**src/rtl/relu_maxpool_pkg.sv**
```systemverilog
// Shared definitions for the post-conv pooling stage: FSM encodings, region bases
// and the DRAM address packing used by both the source and destination maps.
package relu_maxpool_pkg;

  typedef enum logic [2:0] {
    ST_IDLE = 3'd0,
    ST_RD   = 3'd1,
    ST_WR   = 3'd2,
    ST_DONE = 3'd3
  } state_e;

  localparam int SRC_BASE_DEF = 131072;
  localparam int DST_BASE_DEF = 196608;

  localparam int PAD_BITS  = 4;
  localparam int CH_BITS   = 4;
  localparam int Y_BITS    = 5;
  localparam int X_BITS    = 5;
  localparam int PACK_BITS = PAD_BITS + CH_BITS + Y_BITS + X_BITS;

  // Word offset of element (c, y, x) inside a region.
  function automatic logic [PACK_BITS-1:0] packAddr(
    input logic [CH_BITS-1:0] c,
    input logic [Y_BITS-1:0]  y,
    input logic [X_BITS-1:0]  x
  );
    return {{PAD_BITS{1'b0}}, c, y, x};
  endfunction

endpackage

```
**src/rtl/relu_maxpool_smax2.sv**
```systemverilog
// Combinational signed two-input maximum; ties return the shared value.
module smax2 #(
  parameter int DATA_WIDTH = 32
) (
  input  logic signed [DATA_WIDTH-1:0] a_i,
  input  logic signed [DATA_WIDTH-1:0] b_i,
  output logic signed [DATA_WIDTH-1:0] max_o
);

  assign max_o = (a_i >= b_i) ? a_i : b_i;

endmodule

```
**src/rtl/relu_maxpool.sv**
```systemverilog
// 2x2/stride-2 max pooling over a Q16.16 ofmap in DRAM, writing the next layer's ifmap.
// Define POOL_RELU_EN to clamp negative pooled results to zero before they are written.
module relu_maxpool
  import relu_maxpool_pkg::*;
#(
  parameter int DATA_WIDTH  = 32,
  parameter int ADDR_WIDTH  = 18,
  parameter int FMAP_WIDTH  = 10,
  parameter int FMAP_HEIGHT = 10,
  parameter int FMAP_DEPTH  = 16,
  parameter int SRC_BASE    = SRC_BASE_DEF,
  parameter int DST_BASE    = DST_BASE_DEF
) (
  input  logic                  clk,
  input  logic                  srstn,
  input  logic                  enable,
  input  logic                  dram_valid,
  input  logic [DATA_WIDTH-1:0] data_in,
  output logic [DATA_WIDTH-1:0] data_out,
  output logic [ADDR_WIDTH-1:0] addr_in,
  output logic [ADDR_WIDTH-1:0] addr_out,
  output logic                  dram_en_rd,
  output logic                  dram_en_wr,
  output logic                  done
);

  localparam logic [X_BITS-1:0]  LAST_PX = X_BITS'(FMAP_WIDTH / 2 - 1);
  localparam logic [Y_BITS-1:0]  LAST_PY = Y_BITS'(FMAP_HEIGHT / 2 - 1);
  localparam logic [CH_BITS-1:0] LAST_C  = CH_BITS'(FMAP_DEPTH - 1);

  state_e                       state_q, stateDly_q;
  logic [1:0]                   win_q, winDly_q;
  logic [X_BITS-1:0]            px_q, px_d;
  logic [Y_BITS-1:0]            py_q, py_d;
  logic [CH_BITS-1:0]           c_q, c_d;
  logic signed [DATA_WIDTH-1:0] runMax_q;
  logic signed [DATA_WIDTH-1:0] maxOut;
  logic signed [DATA_WIDTH-1:0] poolVal;
  logic                         done_q;
  logic                         lastWin;
  logic                         unusedValid;

  assign unusedValid = dram_valid;

  // Running max and final max both fold the incoming word into the register.
  smax2 #(.DATA_WIDTH(DATA_WIDTH)) uMax (
    .a_i  (runMax_q),
    .b_i  (data_in),
    .max_o(maxOut)
  );

  assign lastWin = (px_q == LAST_PX) && (py_q == LAST_PY) && (c_q == LAST_C);

  always_comb begin
    px_d = px_q;
    py_d = py_q;
    c_d  = c_q;
    if (px_q == LAST_PX) begin
      px_d = '0;
      if (py_q == LAST_PY) begin
        py_d = '0;
        c_d  = (c_q == LAST_C) ? '0 : c_q + 1'b1;
      end else begin
        py_d = py_q + 1'b1;
      end
    end else begin
      px_d = px_q + 1'b1;
    end
  end

  // The delayed state/window tag each read response, which lands one cycle after its request.
  always_ff @(posedge clk) begin
    if (!srstn) begin
      state_q    <= ST_IDLE;
      stateDly_q <= ST_IDLE;
      win_q      <= '0;
      winDly_q   <= '0;
      px_q       <= '0;
      py_q       <= '0;
      c_q        <= '0;
      runMax_q   <= '0;
      done_q     <= 1'b0;
    end else begin
      stateDly_q <= state_q;
      winDly_q   <= win_q;
      done_q     <= 1'b0;
      if (stateDly_q == ST_RD) begin
        runMax_q <= (winDly_q == 2'd0) ? data_in : maxOut;
      end
      case (state_q)
        ST_IDLE: begin
          if (enable) state_q <= ST_RD;
        end
        ST_RD: begin
          win_q <= win_q + 2'd1;
          if (win_q == 2'd3) state_q <= ST_WR;
        end
        ST_WR: begin
          px_q    <= px_d;
          py_q    <= py_d;
          c_q     <= c_d;
          state_q <= lastWin ? ST_DONE : ST_RD;
        end
        ST_DONE: begin
          state_q <= ST_IDLE;
          done_q  <= 1'b1;
        end
        default: state_q <= ST_IDLE;
      endcase
    end
  end

`ifdef POOL_RELU_EN
  assign poolVal = maxOut[DATA_WIDTH-1] ? '0 : maxOut;
`else
  assign poolVal = maxOut;
`endif

  assign dram_en_rd = (state_q == ST_RD);
  assign dram_en_wr = (state_q == ST_WR);
  assign done       = done_q;

  assign addr_in  = dram_en_rd
                  ? ADDR_WIDTH'(SRC_BASE) + ADDR_WIDTH'(packAddr(c_q,
                      {py_q[Y_BITS-2:0], win_q[1]}, {px_q[X_BITS-2:0], win_q[0]}))
                  : '0;
  assign addr_out = dram_en_wr
                  ? ADDR_WIDTH'(DST_BASE) + ADDR_WIDTH'(packAddr(c_q, py_q, px_q))
                  : '0;
  assign data_out = dram_en_wr ? poolVal : '0;

endmodule

```
**config.mk**
```make
export PLATFORM = sky130hd
export DESIGN_NAME = relu_maxpool
export DESIGN_NICKNAME = d
export VERILOG_FILES = /design/src/rtl/relu_maxpool_pkg.sv /design/src/rtl/relu_maxpool_smax2.sv /design/src/rtl/relu_maxpool.sv
export SDC_FILE = /design/constraint.sdc
export NUM_CORES = 1
export LEC_CHECK = 0
export BUFFER_PORTS_ARGS = -buffer_cell sky130_fd_sc_hd__buf_2
export CAP_MARGIN = 20
export CORE_MARGIN = 3
export CORE_UTILIZATION = 54
export CTS_CLUSTER_DIAMETER = 100
export DETAILED_ROUTE_END_ITERATION = 12
export HOLD_SLACK_MARGIN = 0.12
export PLACE_DENSITY = 0.91
export SYNTH_ARGS = -nofsm -noshare
export SYNTH_HDL_FRONTEND = slang
export SYNTH_SLANG_ARGS = --single-unit
```
**constraint.sdc**
```tcl
create_clock -name clk -period 3 [get_ports clk]
set_input_delay 0.15 -clock clk [delete_from_list [all_inputs] [get_ports clk]]
set_output_delay 0.15 -clock clk [all_outputs]
set_load 0.03 [all_outputs]
```
# Word level (Yosys, flattened, before mapping)
# Cells that the tools add are included.
# totals
register_bits	57
output_inout_bits	71
elab_cells	46
# classes
add_sub_neg	6
order_cmp	1
eq_ne	10
muxes	13
n_reduce_logical	7
# op_table
operator	n
32-bit 2-to-1 mux	3
18-bit 2-to-1 mux	2
32-bit greater-or-equal comparator	1
17-bit by 15-bit adder with 18-bit output (first input constant)	1
18-bit by 14-bit adder with 18-bit output (first input constant)	1
5-bit by 1-bit adder with 5-bit output (second input constant)	2
5-bit by 3-bit equality test with 1-bit output (second input constant)	2
5-bit 2-to-1 mux	2
3-bit case mux with 3 select lines	1
3-bit by 1-bit equality test with 1-bit output (second input constant)	2
3-bit by 2-bit equality test with 1-bit output (second input constant)	2
3-bit 2-to-1 mux	2
4-bit by 1-bit adder with 4-bit output (second input constant)	1
4-bit equality test (second input constant)	1
4-bit 2-to-1 mux	1
2-bit AND reduction	2
3-bit logical NOT	1
3-bit AND reduction	1
2-bit by 1-bit adder with 2-bit output (second input constant)	1
2-bit equality test (second input constant)	1
1-bit logical AND	2
2-bit logical NOT	1
2-bit 2-to-1 mux	1
2-bit by 1-bit inequality test with 1-bit output (second input constant)	1
2 further kinds	2

# Depth between registers and ports, before layout
# depth
depth_word	5
mapped_depth	11

# Hierarchy
# Synthesis repeated with hierarchy kept, for this count alone.
# hier_totals
cells_unflattened	523
area_unflattened_um2	4291.6
# modules_own_cells
mod	instances	cells_per_inst	area_each_um2
relu_maxpool	1	371	2922.8
smax2	1	152	1368.8

# Worst setup path before layout
# Ideal clock, no wire load.
# synth_timing
path_type	reg-to-output
from	register runMax_q[10]
to	output data_out[1]
t_arrival_ns	2.654
path_slack_ns	0.196
stages_incl_launch_ff	10
n_path_buf	1
cell_sequence	dfxtp_1 > ha_1 > nand4_1 > or4_1 > a21oi_1 > o21bai_1 > a31oi_1 > clkbuf_1 > o21ai_0 > a21boi_1
# synth_via
elab_chain_cells	3
# synth_lines
element	line	text
start, declared	relu_maxpool.sv:36	logic signed [DATA_WIDTH-1:0] runMax_q;
start signal, assigned	relu_maxpool.sv:88	runMax_q <= (winDly_q == 2'd0) ? data_in : maxOut;
32-bit greater-or-equal comparator	relu_maxpool_smax2.sv:10	assign max_o = (a_i >= b_i) ? a_i : b_i;
32-bit 2-to-1 mux	relu_maxpool_smax2.sv:10	
32-bit 2-to-1 mux	relu_maxpool.sv:130	assign data_out = dram_en_wr ? poolVal : '0;
end, declared	relu_maxpool.sv:19	output logic [DATA_WIDTH-1:0] data_out,
# Every way passes these cells.

# Final worst setup path
# layout_timing
from	register runMax_q[8]
to	output data_out[20]
# The elaborated chain is that of the path after synthesis.

==> impl_metrics.env <==
export IMPL_status="complete, but fails checks"
export IMPL_violations="setup timing"
export IMPL_slowest_delay_ns=0.58
export IMPL_start_kind="register"
export IMPL_max_vdd_ir_drop_mv=0.204
export IMPL_yosysTopAreaCell="dfxtp_1"
export IMPL_n_fill_cell=436
export IMPL_synth_edf_count=0
export IMPL_core_mm2=0.00698
export IMPL_timing_rr_end="runMax_q[11]$_SDFFE_PN0N_"
export IMPL_drv_slew=0
export IMPL_grt_setup_unrepaired="yes"
export IMPL_worstSetupPathType="register to output pin"
export IMPL_drive_gt1_share_pct=30.5
export IMPL_multi_input_area_mm2=0.00281
export IMPL_synth_main_ff_cell="dfxtp_1"
export IMPL_setup_ws_ns=-0.218
export IMPL_critPathMaxFanout=13
export IMPL_holdPathEnd="runMax_q[19]$_SDFFE_PN0N_"
export IMPL_seq_area_mm2=0.00112
export IMPL_fin_util_pct=80.4
export IMPL_grt_usage_pct=27.6
export IMPL_slew_headroom_pct=46.8
export IMPL_cts_max_level=2
export IMPL_holdCritStartpoint="data_in[19]"
export IMPL_synthTopCellsByCount="nand2_1 (78), dfxtp_1 (55), inv_1 (40), nand3_1 (39), ha_1 (38)"
export IMPL_ys_top_cells_by_area="dfxtp_1 (28%), ha_1 (12%), mux2i_1 (8.8%)"
export IMPL_synth_cell_type_count=46
export IMPL_synth_warnings=0
export IMPL_grt_pass1_vias=4038
export IMPL_die_w_um=92.0
export IMPL_cts_tree="built"
export IMPL_cts_root_buf="clkbuf_8"
export IMPL_skew_ns=0.00744
export IMPL_antenna_cells=0
export IMPL_dieArea_mm2=0.00846
export IMPL_r2r_cells=11
export IMPL_clk_pin_slew_ns=0.10
export IMPL_r2r_slack_ns=-0.11
export IMPL_wl_um=14700
export IMPL_arrival_ns=3.07
export IMPL_clockBufferDepth=2
export IMPL_dr_pass1_iters=5
export IMPL_worstPathCellList="ha_1 > nand4_1 > or4_4 > o31a_1 > nand4_1 > buf_4 > buf_16 > nand3_1 > a21boi_1 > buf_4"
export IMPL_ios=107
export IMPL_netlist_area_mm2=0.00399
export IMPL_cts_inserted_buffers=5
export IMPL_rows=30
export IMPL_fin_crit_ns=3.22
export IMPL_syn_inst=513
export IMPL_hold_path_class="input pin to register"
export IMPL_wire_per_inst_um=19.8
export IMPL_seq_area_frac_synth_pct=27.6
export IMPL_overflow=0
export IMPL_antenna_found_initial=0
export IMPL_routed_via_density=6.11
export IMPL_grt_max_degree=86
export IMPL_avgSynthCellArea_um2=7.78
export IMPL_synthArstFlopShare_pct=0
export IMPL_die_h_um=92.0
export IMPL_slowest_stage="or4_4"
export IMPL_postRouteAntennaNets=0
export IMPL_gp_congestion=0.855
export IMPL_maxCapViolations=0
export IMPL_finalSetupViolations=64
export IMPL_hold_viol_final=0
export IMPL_min_period_over_period_pct=107
export IMPL_p_per_area_mw_per_mm2=332
export IMPL_area_growth_pct=40.6
export IMPL_worstMarginPinSlew_ns=0.797
export IMPL_vias=4550
export IMPL_initial_core_util_pct=57.2
export IMPL_whs_path_depth=3
export IMPL_cts_sinks=55
export IMPL_crit_required_ns=2.85
export IMPL_drtIter0Drc=361
export IMPL_timing_rr_start="runMax_q[21]$_SDFFE_PN0N_"
export IMPL_timing_fmax_mhz=311
export IMPL_drc=0
export IMPL_synth_most_common_cell="nand2_1"
export IMPL_grt_pass1_wl_um=19300
export IMPL_io_buffer_count=100
export IMPL_synth_seq_cells=55
export IMPL_place_hpwl_um=6990
export IMPL_holdWs_ns=0.135
export IMPL_p_leak_nw=2.52
export IMPL_endpoint_kind="output pin"
export IMPL_clk_latency_ns=0.32
export IMPL_yosysTopAreaCellShare_pct=27.6
export IMPL_fin_nets=722
## cell usage in the layout, fill, tap and decap left out, drive strengths merged, types with 14 or more instances in the layout
cell type	n
dlygate4sd3	28
a21boi	32
dfxtp	55
ha	38
o21ai	37
inv	40
nand3	39
buf	131
nor2	14
nand2	78
a21oi	16
and2	34
mux2i	35
## sequential cells by signal, indices dropped and copies added (netlist names)
signal / flops
stateDly_q: 2
px_q: 5
done: 1
win_q: 2
winDly_q: 2
runMax_q: 32
state_q: 2
py_q: 5
c_q: 4
## repair_timing
item | 4_1_cts | 5_1_grt
endpoints found under the setup margin | 32 | 64
buffers inserted | 9 | 11
hold buffers | 28 | 0
gates resized for setup | 19 | 118
pin swaps | 7 | 34
gates cloned | 3 | 3
hold endpoints to repair | 28 | 0
## logic make-up (layout without fill, tap and decap cells)
group                      Yosys count  in the layout  synth area share, %
and+or+nand+nor                    195            196                 24.0
other                                1              5               0.0940
AOI/OAI and AO/OA                  101            101                 16.1
xor gates and xnor gates             8              8                 1.76
buffers and inverters               80            211                 9.75
muxes                               35             35                 8.78
adders and majority gates           38             38                 11.9
DFF                                 55             55                 27.6
## cell type report
type	instances	share of cell area [%]
inverter	40	2.68
clock buffer	6	1.29
sequential	55	20.0
clock inverter	2	1.07
tap	96	2.14
timing repair buffer	163	22.8
multi-input combinational	383	50.0
## metal layers
metal	global-route usage, %	wire [µm]	share of wire, %
met1	34.8	5340	36
met4	9.28	917	6.2
met2	47.4	7130	48
met3	5.00	1350	9.1
met5	0	0	0
## how the worst max path moves through the flow
stage                                           end  slack, ns                 startpoint
after floorplan                         data_out[1]       0.20  runMax_q[10]$_SDFFE_PN0N_
after global placement    runMax_q[19]$_SDFFE_PN0N_       0.22  runMax_q[21]$_SDFFE_PN0N_
after detailed placement  runMax_q[11]$_SDFFE_PN0N_       0.09  runMax_q[21]$_SDFFE_PN0N_
after CTS                              data_out[31]     0.0002  runMax_q[30]$_SDFFE_PN0N_
after global routing                    data_out[9]      -0.32  runMax_q[14]$_SDFFE_PN0N_
final                                  data_out[20]      -0.22   runMax_q[8]$_SDFFE_PN0N_
## report_power, final
group	total [W]	internal (W)	switching, W
clock	0.000595	0.000334	0.000261
combinational	0.000486	0.000215	0.000270
sequential	0.000784	0.000757	0.0000271
total	0.00186	0.00131	0.000558
## worst max-delay path: cells and delay by family (launching register included)
kind                       cells  cell delay [ns]
AOI/OAI and AO/OA              2             0.54
buffers and inverters          3             0.53
and+or+nand+nor                4             1.02
DFF                            1             0.35
adders and majority gates      1             0.30
## per-stage QoR
stage	setup TNS [ns]	power [W]	cells	setup slack (ns)	cell area, µm²
5_1_grt	-9.88	0.00192	745	-0.319	5610
3_3_place_gp	0	0.00108	684	0.221	4520
2_1_floorplan	0	0.00101	517	0.196	4010
3_5_place_dp	0	0.00110	684	0.0919	4520
6_report	-5.60	0.00186	745	-0.218	5610
4_1_cts	0	0.00175	732	0.000151	5160
Power figures use the tool's default switching activity.
